==> src/rtl/weight_fetch_sequencer.sv <==
// weight_fetch_sequencer
// Per-neuron controller that streams input samples against the neuron's weight
// memory. Each accepted sample issues one weight read; the sample waits in S1
// for the registered weight, then the {sample, weight} pair moves to S2 and is
// offered to the MAC with valid/ready backpressure. The pair carrying the last
// address of the vector is flagged, and done pulses on its handshake.
//
// State table
//   IDLE  | waiting for start; no samples accepted
//   RUN   | accepting samples, one weight read per accept
//   DRAIN | all samples accepted; waiting for the last pair to handshake
//
// Ports
//   clk, rst                 clock, synchronous active-high reset
//   start                    begin a vector (only honoured in IDLE)
//   x_in, x_valid, x_ready   input sample stream
//   ren, raddr, wdata        weight memory read port (1-cycle registered read)
//   pair_x, pair_w           sample/weight pair to the MAC
//   pair_valid, pair_ready   pair handshake
//   pair_last                marks the pair for address numWeight-1
//   busy                     not IDLE
//   done                     one-cycle pulse on the last pair handshake
module weight_fetch_sequencer #(
    parameter int numWeight    = 784,
    parameter int addressWidth = 10,
    parameter int dataWidth    = 16
) (
    input  logic                  clk,
    input  logic                  rst,
    input  logic                  start,
    input  logic [dataWidth-1:0]  x_in,
    input  logic                  x_valid,
    output logic                  x_ready,
    output logic                  ren,
    output logic [addressWidth:0] raddr,
    input  logic [dataWidth-1:0]  wdata,
    output logic [dataWidth-1:0]  pair_x,
    output logic [dataWidth-1:0]  pair_w,
    output logic                  pair_valid,
    input  logic                  pair_ready,
    output logic                  pair_last,
    output logic                  busy,
    output logic                  done
);

    typedef enum logic [1:0] {
        IDLE  = 2'd0,
        RUN   = 2'd1,
        DRAIN = 2'd2
    } state_t;

    localparam logic [addressWidth:0] CNT_LAST = (addressWidth+1)'(numWeight - 1);
    localparam logic [addressWidth:0] CNT_END  = (addressWidth+1)'(numWeight);

    state_t                state;
    state_t                state_next;
    logic [addressWidth:0] cnt;

    logic                  s1_valid;
    logic                  s1_last;
    logic [dataWidth-1:0]  s1_x;

    logic                  s2_free;
    logic                  s1_move;
    logic                  accept;
    logic                  cnt_is_last;
    logic                  last_hs;

    // S2 can take a new pair if it is empty or its pair leaves this cycle.
    assign s2_free     = !pair_valid || pair_ready;
    assign s1_move     = s1_valid && s2_free;
    assign accept      = x_valid && x_ready;
    assign cnt_is_last = (cnt == CNT_LAST);
    assign last_hs     = pair_valid && pair_ready && pair_last;
    assign raddr       = cnt;

    always_ff @(posedge clk) begin
        if (rst) begin
            state <= IDLE;
        end else begin
            state <= state_next;
        end
    end

    always_comb begin
        state_next = state;
        case (state)
            IDLE:    if (start) state_next = RUN;
            RUN:     if (accept && cnt_is_last) state_next = DRAIN;
            DRAIN:   if (last_hs) state_next = IDLE;
            default: state_next = IDLE;
        endcase
    end

    // ren is only raised on an accept so wdata holds while S1 stalls.
    always_comb begin
        x_ready = (state == RUN) && (cnt < CNT_END) && (!s1_valid || s2_free);
        ren     = x_valid && x_ready;
        busy    = (state != IDLE);
        done    = (state == DRAIN) && last_hs;
    end

    always_ff @(posedge clk) begin
        if (rst) begin
            cnt        <= '0;
            s1_valid   <= 1'b0;
            s1_last    <= 1'b0;
            s1_x       <= '0;
            pair_valid <= 1'b0;
            pair_last  <= 1'b0;
            pair_x     <= '0;
            pair_w     <= '0;
        end else begin
            if (state == IDLE && start) begin
                cnt <= '0;
            end else if (accept) begin
                cnt <= cnt + 1'b1;
            end

            // A refill in the same cycle as the S1->S2 move keeps full rate.
            if (accept) begin
                s1_x     <= x_in;
                s1_last  <= cnt_is_last;
                s1_valid <= 1'b1;
            end else if (s1_move) begin
                s1_valid <= 1'b0;
            end

            if (s1_move) begin
                pair_x     <= s1_x;
                pair_w     <= wdata;
                pair_last  <= s1_last;
                pair_valid <= 1'b1;
            end else if (pair_ready) begin
                pair_valid <= 1'b0;
            end
        end
    end

endmodule
==> config.mk <==
export PLATFORM = sky130hd
export DESIGN_NAME = weight_fetch_sequencer
export DESIGN_NICKNAME = d
export VERILOG_FILES = /design/src/rtl/weight_fetch_sequencer.sv
export SDC_FILE = /design/constraint.sdc
export NUM_CORES = 1
export LEC_CHECK = 0
export CAP_MARGIN = 20
export CORE_MARGIN = 1
export CORE_UTILIZATION = 44
export DETAILED_ROUTE_END_ITERATION = 6
export GPL_TIMING_DRIVEN = 0
export PLACE_DENSITY_LB_ADDON = 0.25
export RECOVER_POWER = 25
export SETUP_SLACK_MARGIN = 0.4
export SLEW_MARGIN = 20
export SYNTH_ARGS = -nofsm -noshare
export SYNTH_HDL_FRONTEND = slang
export SYNTH_SLANG_ARGS = --single-unit
==> constraint.sdc <==
create_clock -name clk -period 1.95 [get_ports clk]
set_input_delay 0.2925 -clock clk [delete_from_list [all_inputs] [get_ports clk]]
set_output_delay 0.2925 -clock clk [all_outputs]
set_load 0.02 [all_outputs]
==> summary.md, run 1 <==
| Metric | Value |
|---|---|
| CP Cell Sequence | nor4_4 -> o211ai_2 -> buf_6 -> buf_8 -> inv_2 -> buf_6 |
| Netlist cell types | 31 |
| Via count of the routed design | 2358 |
| DRT iter0 DRCs | 143 |
| Pwr dens | 725.7 nW/um^2 |
| Worst hold path class | in -> reg |
| Die width | 76.58 um |
| Antenna violations before repair | 0 |
| Post-synthesis sequential area ratio | 0.5317 |
| Total gr overflow | 0 |
| CTS Hold Bufs | 0 |
| Largest net degree at the start of global routing | 12 |
| Hold Slack | 383.2 ps |
| Max Fclk | 520.3 MHz |
| CP arrival | 1630 ps |
| Worst Max-Slew Pin Slew | 512.9 ps |
| Sequential share of power | 0.489 |
| CTS tree | done |
| Vias in the first global route | 2224 |
| Critical Path Max Stage Delay | 370 ps |
| Critical Path Start Type | register |
| CP Data Required Time | 1660 ps |
| Setup Crit Path Kind | reg -> out |
| Router iterations before antenna repair | 4 |
| Maximum clock path buffer count | 2 |
| Pleak | 1.713 nW |
| Initial Util | 0.4673 |
| Setup TNS Final | 0 ps |
| Most common cell after layout, fill and taps aside | nand2_1 |
| Setup Viol. Count Final | 0 |
| Post-synth net total | 319 |
| CP max stage cell | nor4_4 |
| Slew margin rel. | 0.6581 |
| Final nets | 434 |
| Root Buffer | clkbuf_8 |
| Fin. Hold Viols | 0 |
| Synth Area in Adders | 0.005112 |
| Worst Skew | 10.30 ps |
| Share of layout cells above drive strength 1 | 0.1895 |
| Antenna viol nets, final | 0 |
| Routed vias/inst | 5.006 |
| GRT Resource Usage Total | 0.2207 |
| Xor/xnor share of the synthesized area | 0.003579 |
| Yosys warns | 0 |
| Die Y | 76.58 um |
| Clk slew on worst S/H paths | 80 ps |
| Crit Path Max Fanout | 2 |
| Pre-CTS setup slack | -607.6 ps |
| Rows | 26 |
| Tcrit/Tclk final | 0.9857 |
| Per-cell routed wire length | 14.04 um |
| TritonCTS buffer count | 9 |
| Fin worst setup slack | 27.94 ps |
| Core area | 5238 um^2 |
| Final Instance Area | 3857 um^2 |
| Placer Congestion | 0.7256 |
| Layout area overhead | 57.62% |
| Status | completed |
| Crit end category | primary output |
| Average footprint of a synthesized cell | 8.709 um^2 |
| Mapped Cells | 281 |
| Pins Over Slew Limit | 0 |
| CTS Sinks | 65 |
| RSZ-0062 raised after global routing | true |
| Drt drc | 0 |
| Sw frac | 0.2379 |
| Simple-gate area share of the yosys netlist | 0.2265 |
| Combinational Power Share | 0.103 |
| Number of H-tree levels | 3 |
| Power share of the clock group | 0.407 |
| Final wirelength | 6.615 mm |
| Total power | 0.002799 W |
| Io pins | 86 |
| Port Buffer Count | 85 |
| Compound-Gate Fraction of Synth Area | 0.1253 |
| Antenna Cells | 0 |
| Mux cell area share after synthesis | 0.06953 |
| Crit path top cell by count | buf_6 |
| Largest family of logic cells by synthesized area | simple AND/OR/NAND/NOR gates |
| Max_cap viols | 0 |
| Yosys reg bits | 65 |
| Period minus WS final | 1922 ps |
| FILL cells | 413 |
| Global-route wire length before repair | 10.20 mm |
| Latest clock arrival within the worst-skew pair | 340 ps |
| Internal power | 0.002133 W |
| Switch Pwr | 0.0006660 W |
| Total Die Area | 5865 um^2 |
| Mapped cell area | 2447 um^2 |
| Worst VDD drop | 0.6434 mV |
| DP HPWL | 3.975 mm |
| Area post-placement | 3393 um^2 |
| Commonest non-fill, non-tap cells in the layout | nand2_1, dfxtp_1, dlygate4sd2_1, a21oi_1, clkdlybuf4s50_1 |
## synth_stat cells
library cell  count  area, um^2
nand2_1          71       266.5
nor2_1           21       78.83
and4bb_2          1       12.51
a21oi_1          45       225.2
and2_1            2       12.51
o211ai_2          1       12.51
clkbuf_1         12       45.04
buf_1             2       7.510
nand3_1           5       25.02
xor2_1            1       8.760
o31ai_1           3       22.52
or4_1             3       22.52
nor4_4            1       21.27
o21ai_0           4       20.02
ha_1              1       12.51
o2111a_1          1       11.26
buf_4             3       22.52
o21a_1            1       7.510
nand3b_1          3       22.52
and3_1            1       6.260
a21o_1            1       7.510
nand2b_1          1       6.260
nor3b_1           1       7.510
nor4b_1           1       8.760
nand4_1           1       6.260
mux2i_1          17       170.2
nor3_1            1       5.000
dfxtp_1          65        1301
inv_1             5       18.77
or3_1             5       31.28
nand4_4           1       21.27
## final timing paths
kind,start,end,slack (ps),cells past startpoint
worst max-delay path,raddr[4],ren,30,6
worst max register to register,raddr[4],raddr[3],70,7
worst min-delay path,pair_ready,pair_valid,380,3
worst min register to register,s1_x[6],pair_x[6],450,2
## kinds of logic (layout without fill, tap and decap cells)
group	count (synthesis)	count (layout)
AO/OA/AOI/OAI	56	56
XOR/XNOR	1	1
adder cells (fa/ha/maj)	1	1
buffers and inverters	22	142
flip-flops	65	65
multiplexers	17	17
AND/OR/NAND/NOR	119	119
## through the flow
step                instances    util
global placement          436  0.6479
floorplan                 281       -
CTS                       466  0.7174
detailed placement        436  0.6479
finish                    471  0.7365
global route              471  0.7365
## layout make-up
type | count | area (um^2) | area share
Clock inverter | 5 | 55.05 | 0.01427
Inverter | 5 | 18.77 | 0.004865
Clock buffer | 11 | 141.4 | 0.03665
Timing Repair Buffer | 104 | 1015 | 0.2631
Tap cell | 70 | 87.58 | 0.02271
Buffer | 17 | 112.6 | 0.02919
Multi-Input combinational cell | 194 | 1109 | 0.2874
Sequential cell | 65 | 1319 | 0.3419
## flip-flops by register name (all words and copies together) (netlist names)
register and cells:
pair_last 1, pair_valid 1, pair_w 16, pair_x 16, raddr 11, s1_last 1
s1_valid 1, s1_x 16, state 2
## repair_timing
action,4_1_cts,5_1_grt
resized for setup,92,22
pin swaps,12,1
cloned,2,1
buffers inserted,12,4
endpoints found under the setup margin,103,57
## power by group through the flow
stage                     registers, W  logic, W  clock network [W]
final                          0.00137  0.000290            0.00114
after global routing           0.00137  0.000310            0.00121
after CTS                      0.00137  0.000276            0.00115
after detailed placement       0.00140  0.000248                  0
after global placement         0.00140  0.000246                  0
after floorplan                0.00142  0.000100                  0
## routing by layer
metal / routed length, um / track usage / up-vias
li1: - / - / 1178
met1: 2836 / 0.2517 / 1112
met2: 3427 / 0.3865 / 64
met3: 314 / 0.07066 / 4
met4: 37 / 0.07500 / 0
met5: 0 / 0 / -
## worst max-delay path: cells and delay by family, from the launching register on
family | cells | cell delay (ps)
DFF | 1 | 360
and+or+nand+nor | 1 | 370
AOI/OAI and AO/OA | 1 | 160
buffers and inverters | 4 | 400
Power figures use the tool's default switching activity.
==> run 2, diff against run 1 <==
CORE_MARGIN = 8   (was 1)
==> summary.md, run 2 (same netlist as run 1, synthesis figures left out) <==
| Metric | Value |
|---|---|
| Antenna Cells | 0 (unchanged) |
| Final nets | 432 (-0.46%) |
| GRT Resource Usage Total | 0.1649 (-0.05576) |
| Critical Path Start Type | register |
| Pleak | 1.664 nW (-2.9%) |
| Slew margin rel. | 0.6859 (+0.02787) |
| Fin. Hold Viols | 0 (unchanged) |
| FF-to-FF Start | raddr[4] |
| Layout area overhead | 56.08% |
| DRT iter0 DRCs | 98 (-31%) |
| CP arrival | 1600 ps (-30 ps) |
| DP HPWL | 4.593 mm (+16%) |
| Total gr overflow | 0 (unchanged) |
| Root Buffer | clkbuf_8 |
| Crit end category | primary output |
| Crit path from | raddr[4] |
| Setup Crit Path Kind | reg -> out |
| Sw frac | 0.2388 (+0.0008620) |
| Placer Congestion | 0.7590 (+4.6%) |
| Io pins | 86 (unchanged) |
| Final wirelength | 6.925 mm (+4.7%) |
| Worst Skew | 8.719 ps (-1.581 ps) |
| Largest net degree at the start of global routing | 12 (unchanged) |
| Crit Path Max Fanout | 2 (unchanged) |
| TritonCTS buffer count | 9 (unchanged) |
| Global-route wire length before repair | 10.99 mm (+7.8%) |
| Reg2reg setup slack | 110 ps (+40 ps) |
| End of the worst register-to-register path | raddr[4] |
| Total power | 0.002791 W (-0.29%) |
| Pwr dens | 730.7 nW/um^2 (+0.69%) |
| Router iterations before antenna repair | 4 (unchanged) |
| Power share of the clock group | 0.409 (+0.002) |
| Switch Pwr | 0.0006665 W (about the same) |
| Die Y | 90.58 um (+18%) |
| Max_cap viols | 0 (unchanged) |
| Max Fclk | 528.9 MHz (+1.6%) |
| Commonest non-fill, non-tap cells in the layout | nand2_1, dfxtp_1, dlygate4sd2_1, a21oi_1, clkdlybuf4s50_1 |
| Maximum clock path buffer count | 2 (unchanged) |
| Core area | 5439 um^2 (+3.8%) |
| Hold depth | 2 (-1) |
| Port Buffer Count | 85 (unchanged) |
| Combinational Power Share | 0.100 (-0.003) |
| Status | completed |
| Internal power | 0.002125 W (-0.40%) |
| GR met1 Demand/Resource | 0.1772 (-0.07446) |
| Fin worst setup slack | 59.11 ps (+31.16 ps) |
| CP Data Required Time | 1660 ps (about the same) |
| Antenna violations before repair | 0 (unchanged) |
| Total Die Area | 8205 um^2 (+40%) |
| Hold EP | pair_x[9] |
| Setup Viol. Count Final | 0 (unchanged) |
| Latest clock arrival within the worst-skew pair | 340 ps (about the same) |
| CTS Sinks | 65 (unchanged) |
| CTS Hold Bufs | 0 (unchanged) |
| Number of H-tree levels | 3 (unchanged) |
| Tcrit/Tclk final | 0.9697 (-0.01598) |
| Rows | 27 (+3.8%) |
| Per-cell routed wire length | 14.70 um (+4.7%) |
| Worst Max-Slew Pin Slew | 471.1 ps (-41.81 ps) |
| Initial Util | 0.4500 (-0.01731) |
| Pre-CTS setup slack | -593.8 ps (+13.80 ps) |
| CTS tree | done |
| Setup TNS Final | 0 ps (unchanged) |
| Worst VDD drop | 0.5508 mV (-14%) |
| Most common cell after layout, fill and taps aside | nand2_1 |
| Largest regs | pair_w x16, pair_x x16, s1_x x16 |
| Routed vias/inst | 5.015 (+0.17%) |
| Drt drc | 0 (unchanged) |
| RSZ-0062 raised after global routing | true |
| Busiest grt layer | met2 |
| Share of layout cells above drive strength 1 | 0.1855 (-0.004063) |
| Die width | 90.58 um (+18%) |
| Period minus WS final | 1891 ps (-31.16 ps) |
| Sequential share of power | 0.491 (+0.002) |
| Clk slew on worst S/H paths | 70 ps (about the same) |
| Pins Over Slew Limit | 0 (unchanged) |
| Hold path startpoint | pair_x[9] |
| Via count of the routed design | 2362 (+0.17%) |
| Vias in the first global route | 2346 (+5.5%) |
| Antenna viol nets, final | 0 (unchanged) |
| Met2 GRT Util | 0.2728 (-0.1136) |
| R2R depth | 7 (unchanged) |
| Met3 Use GR | 0.06899 (-0.001665) |
| Worst hold path class | reg -> reg |
==> run 2: routing by layer <==
metal | routed length (um) | up-vias
li1 | - | 1175
met1 | 2961 | 1102
met2 | 3321 | 76
met3 | 530 | 9
met4 | 112 | 0
met5 | 0 | -
==> run 2: final cells by class <==
type                            instances  area, um^2
Clock inverter                          5       55.05
Buffer                                 17       112.6
Clock buffer                           11       141.4
Timing Repair Buffer                  102       957.2
Sequential cell                        65        1318
Tap cell                               72       90.09
Fill cell                             465        1619
Inverter                                5       21.27
Multi-Input combinational cell        194        1125
==> run 2: critical path: stages (launching register included) <==
cell	delay (ps)
dfxtp_4	360
nor4_4	350
o211ai_2	150
buf_6	150
buf_12	110
inv_4	40
buf_6	100
==> run 2: per-stage QoR <==
stage	instances	area [um^2]	hold WS, ps	utilization
2_1_floorplan	281	2455	428.5	-
3_3_place_gp	438	3396	437.6	0.6243
3_5_place_dp	438	3396	446.1	0.6243
4_1_cts	467	3707	453.5	0.6816
5_1_grt	471	3820	474.5	0.7023
6_report	471	3820	450.0	0.7023
==> run 2: how the worst max path moves through the flow <==
stage	to	slack [ps]	depth (start not counted)
4_1_cts	ren	90	6
3_3_place_gp	ren	-570	7
2_1_floorplan	s1_x[0]	400	6
5_1_grt	ren	7	6
3_5_place_dp	ren	-590	7
6_report	ren	60	6
==> run 2: timing repair <==
action / 4_1_cts / 5_1_grt
resized for setup: 88 / 27
setup buffers: 13 / 3
pin swaps: 11 / 3
endpoints found under the setup margin: 102 / 57
gates cloned: 0 / 1
==> run 2: power groups by stage <==
| stage | Combinational [W] | Clock [W] | Sequential, W |
|---|---|---|---|
| 2_1_floorplan | 0.000100 | 0 | 0.00142 |
| 3_3_place_gp | 0.000248 | 0 | 0.00140 |
| 3_5_place_dp | 0.000251 | 0 | 0.00140 |
| 4_1_cts | 0.000260 | 0.00116 | 0.00137 |
| 5_1_grt | 0.000301 | 0.00123 | 0.00137 |
| 6_report | 0.000279 | 0.00114 | 0.00137 |
